**src/rtl/ramp_adc_ctrl.sv**
```systemverilog
// Single-slope ramp ADC controller: steps an R2R DAC code upward, samples the
// synchronized comparator at the end of each settle window, captures the trip code.
module ramp_adc_ctrl #(
  parameter int unsigned WIDTH         = 8,
  parameter int unsigned SETTLE_CYCLES = 8
) (
  input  logic             clk,
  input  logic             reset,
  input  logic             enable,
  input  logic             comp_sync,
  output logic [WIDTH-1:0] dac_code,
  output logic [WIDTH-1:0] sample,
  output logic             sample_valid,
  output logic             over_range,
  output logic             busy
);

  localparam int unsigned      CNT_W    = (SETTLE_CYCLES > 1) ? $clog2(SETTLE_CYCLES) : 1;
  localparam logic [CNT_W-1:0] CNT_LAST = CNT_W'(SETTLE_CYCLES - 1);
  localparam logic [WIDTH-1:0] CODE_MAX = {WIDTH{1'b1}};

  typedef enum logic [1:0] {
    IDLE = 2'd0,
    RAMP = 2'd1,
    DONE = 2'd2
  } state_t;

  state_t           state, state_nxt;
  logic [CNT_W-1:0] cnt, cnt_nxt;
  logic [WIDTH-1:0] dac_nxt, sample_nxt;
  logic             over_nxt, valid_nxt, busy_nxt;

  // State and registered outputs; reset discards any partial conversion.
  always_ff @(posedge clk) begin
    if (reset) begin
      state        <= IDLE;
      cnt          <= '0;
      dac_code     <= '0;
      sample       <= '0;
      over_range   <= 1'b0;
      sample_valid <= 1'b0;
      busy         <= 1'b0;
    end else begin
      state        <= state_nxt;
      cnt          <= cnt_nxt;
      dac_code     <= dac_nxt;
      sample       <= sample_nxt;
      over_range   <= over_nxt;
      sample_valid <= valid_nxt;
      busy         <= busy_nxt;
    end
  end

  // Next-state logic; comp_sync is only looked at on the last cycle of each hold window.
  always_comb begin
    state_nxt  = state;
    cnt_nxt    = cnt;
    dac_nxt    = dac_code;
    sample_nxt = sample;
    over_nxt   = over_range;

    case (state)
      IDLE: begin
        dac_nxt = '0;
        cnt_nxt = '0;
        if (enable) state_nxt = RAMP;
      end

      RAMP: begin
        if (cnt == CNT_LAST) begin
          cnt_nxt = '0;
          if (comp_sync) begin
            sample_nxt = dac_code;
            over_nxt   = 1'b0;
            state_nxt  = DONE;
          end else if (dac_code == CODE_MAX) begin
            sample_nxt = CODE_MAX;
            over_nxt   = 1'b1;
            state_nxt  = DONE;
          end else begin
            dac_nxt = dac_code + WIDTH'(1);
          end
        end else begin
          cnt_nxt = cnt + CNT_W'(1);
        end
      end

      DONE: begin
        dac_nxt   = '0;
        cnt_nxt   = '0;
        state_nxt = enable ? RAMP : IDLE;
      end

      default: begin
        dac_nxt   = '0;
        cnt_nxt   = '0;
        state_nxt = IDLE;
      end
    endcase

    valid_nxt = (state_nxt == DONE);
    busy_nxt  = (state_nxt != IDLE);
  end

endmodule

```
**config.mk**
```make
export PLATFORM = sky130hd
export DESIGN_NAME = ramp_adc_ctrl
export DESIGN_NICKNAME = d
export VERILOG_FILES = /design/src/rtl/ramp_adc_ctrl.sv
export SDC_FILE = /design/constraint.sdc
export NUM_CORES = 1
export LEC_CHECK = 0
export ABC_AREA = 1
export BUFFER_PORTS_ARGS = -buffer_cell sky130_fd_sc_hd__buf_2
export CAP_MARGIN = 20
export CELL_PAD_IN_SITES_DETAIL_PLACEMENT = 0
export CELL_PAD_IN_SITES_GLOBAL_PLACEMENT = 1
export CORE_UTILIZATION = 40
export DETAILED_ROUTE_END_ITERATION = 6
export PLACE_DENSITY = 0.8
export SLEW_MARGIN = 20
export SYNTH_ARGS = -nofsm -noshare
export SYNTH_HDL_FRONTEND = slang
export SYNTH_SLANG_ARGS = --single-unit
```
**constraint.sdc**
```tcl
create_clock -name clk -period 2.8 [get_ports clk]
set_input_delay 0.14 -clock clk [delete_from_list [all_inputs] [get_ports clk]]
set_output_delay 0.14 -clock clk [all_outputs]
set_load 0.05 [all_outputs]
```
==> qor.yml <==
overflow: 0
power.total_mw: 0.518
crit_path_cell_trace: "ha_1 -> inv_1 -> nor2_4 -> nand2_2 -> nand3_2 -> inv_2 -> nand2_1 -> a21oi_1"
worstSetupPathType: "reg2reg"
holdCritPathClass: "in2reg"
syn2layout_area_growth_pct: 15.8
synth_mux_area_frac: 0
ir_drop_mv: 0.304
clkLatencyLatePin_ns: 0.31
cp_max_fo: 9
startpoint_type: "flop"
worstSetupEndpointType: "flop"
required_ns: 3.01
die_area_um2: 2980
hpwl_mm: 1.58
numPortBuffers: 22
syn_avg_cell_area_um2: 7.09
cts_sinks: 24
max-cap-violations: 0
yosys.area_share.simple: 0.357
initial_utilization: 0.435
crit_path_top_delay_cell: "dfxtp_1"
routed.top_layer: "met4"
root_buffer: "clkbuf_4"
synth_area_leader_cell: "dfxtp_1"
n_antenna_cell: 0
grt_start_max_net_pins: 13
netlist_area_um2: 1110
critPathMaxStageDelay_ns: 0.47
ys_seq_area_frac: 0.434
syn_inst: 156
max_freq_mhz: 629
syn_nets: 163
htree_levels: 1
synth-seq-cells: 24
slew_headroom: 0.785
rsz0062_at_grt: "no"
synthAdderAreaFrac: 0.0339
synth_xor_area_frac: 0.0238
timing.critical_path.buf_inv: 2
fin_worst_skew_ns: 0.0104
met1_length_mm: 1.02
route.met2.wl_mm: 1.00
ant_nets: 0
post_cts_resized: 0
clk_pin_slew_ns: 0.13
powerDensity_nw_per_um2: 404
via_per_inst: 4.49
yosys_warnings: 0
io_pins: 23
hold_violations: 0
tritoncts: "yes"
status: "completed"
synth_top_family_by_area: "simple AND/OR/NAND/NOR gates"
fin_hold_ws_ns: 0.0851
grt_pass1_vias: 788
core.rowCount: 18
drtIter0Drc: 21
wl_mm: 2.13
path_delay_family: "simple AND/OR/NAND/NOR gates"
grt_pass1_wl_mm: 3.43
place_congestion: 0.760
synthTopCellsByArea: "dfxtp_1 (43%), nand2_1 (17%), inv_1 (8.1%)"
post-route-period-util: 0.567
synth_top_area_frac: 0.434
drc: 0
synth_compound_area_frac: 0.0543
setup_slack_ns: 1.21
drive_gt1_frac: 0.232
fin_crit_ns: 1.59
setup_violations: 0
pre_cts_ws_ns: 1.23
dr.pass1.iters: 4
core_area_um2: 2540
slew_viol_final: 0
cts_made_buffers: 3
cts.path.max_buffers: 2
antenna_found_initial: 0
die_y_um: 54.6
layout.nets: 190
crit_arrival_ns: 1.80
leakage_nw: 0.656
synth_cell_types: 21
avgRoutedWirePerCell_um: 10.1
die_w_um: 54.6
setup_tns_ns: 0
vias: 948
wl_met3_um: 89
grt_usage: 0.167
worst_pin_slew_ns: 0.322
## cells in the final DEF, fill, tap and decap left out
master,synthesis,routed
nand3_4,1,1
nor2_4,1,1
o21ai_0,2,2
dlygate4sd3_1,0,1
a21oi_1,10,10
ha_1,3,3
nand3_2,1,1
nand2_4,1,1
clkinv_1,1,1
buf_2,0,22
nand2_2,2,2
inv_1,24,24
xnor2_1,1,1
nand3b_1,1,1
nor2_1,17,17
nor2_2,9,9
nand3_1,3,3
clkbuf_4,0,3
dfxtp_1,24,24
inv_2,2,2
nand4_1,1,1
nand2_1,49,49
xor2_1,2,2
## final cells by class
class	instances	area, um2
fillers	273	1260
multi-input cells	104	519
clock buffers	3	22.5
repair buffers	23	120
well taps	30	37.5
flip-flops and latches	24	480
inverters	27	101
## per-stage QoR
stage / cells / util / instance area [um2]
2_1_floorplan: 156 / - / 1110
3_3_place_gp: 207 / 0.491 / 1250
3_5_place_dp: 207 / 0.491 / 1250
4_1_cts: 210 / 0.500 / 1270
5_1_grt: 211 / 0.503 / 1280
6_report: 211 / 0.503 / 1280
## registers in the layout, summed over array words and instances, names as in the netlist
register	count
dac_code	8
sample	8
cnt	3
state	2
busy	1
over_range	1
sample_valid	1
## synth_stat cells
| cell type | number |
|---|---|
| a21oi_1 | 10 |
| clkbuf_2 | 1 |
| clkinv_1 | 1 |
| dfxtp_1 | 24 |
| ha_1 | 3 |
| inv_1 | 24 |
| inv_2 | 2 |
| nand2_1 | 49 |
| nand2_2 | 2 |
| nand2_4 | 1 |
| nand3_1 | 3 |
| nand3_2 | 1 |
| nand3_4 | 1 |
| nand3b_1 | 1 |
| nand4_1 | 1 |
| nor2_1 | 17 |
| nor2_2 | 9 |
| nor2_4 | 1 |
| o21ai_0 | 2 |
| xnor2_1 | 1 |
| xor2_1 | 2 |
## tightest hold or removal path, delay by kind of cell
kind                   cells  cell delay (ns)
AOI/OAI and AO/OA          1             0.05
and+or+nand+nor            1             0.05
buffers and inverters      1             0.10
## where the power goes
part           internal (mW)  switching [mW]
clock network         0.0502          0.0947
logic                0.00778          0.0194
registers              0.345         0.00134
total                  0.403           0.115
## worst paths after layout
check                                         startpoint                       end  slack [ns]  cells after the start
worst min-delay path                              enable       state[0]$_SDFF_PP0_        0.09                      3
worst min register to register         cnt[0]$_SDFF_PP0_         cnt[0]$_SDFF_PP0_        0.44                      1
worst max-delay path            dac_code[0]$_SDFFE_PP0P_  dac_code[7]$_SDFFE_PP0P_        1.21                      8
worst max register to register  dac_code[0]$_SDFFE_PP0P_  dac_code[7]$_SDFFE_PP0P_        1.21                      8
## repair_timing
action                                  in CTS  in global routing
endpoints found under the setup margin       0                  0
hold endpoints to repair                     0                  1
buffers inserted                             0                  0
hold buffers                                 0                  1
## cells by family (layout without fill, tap and decap cells)
kind of cell | Yosys count | in the layout
AO/OA/AOI/OAI | 12 | 12
XOR/XNOR | 3 | 3
adder cells (fa/ha/maj) | 3 | 3
buffers and inverters | 28 | 53
AND/OR/NAND/NOR | 86 | 86
flip-flops | 24 | 24
## routing by layer
metal,up-vias,track usage
met2,19,0.281
met5,-,0
met3,2,0.0500
met1,410,0.201
met4,0,0.0513
li1,517,-
(Power assumes the default switching activity.)
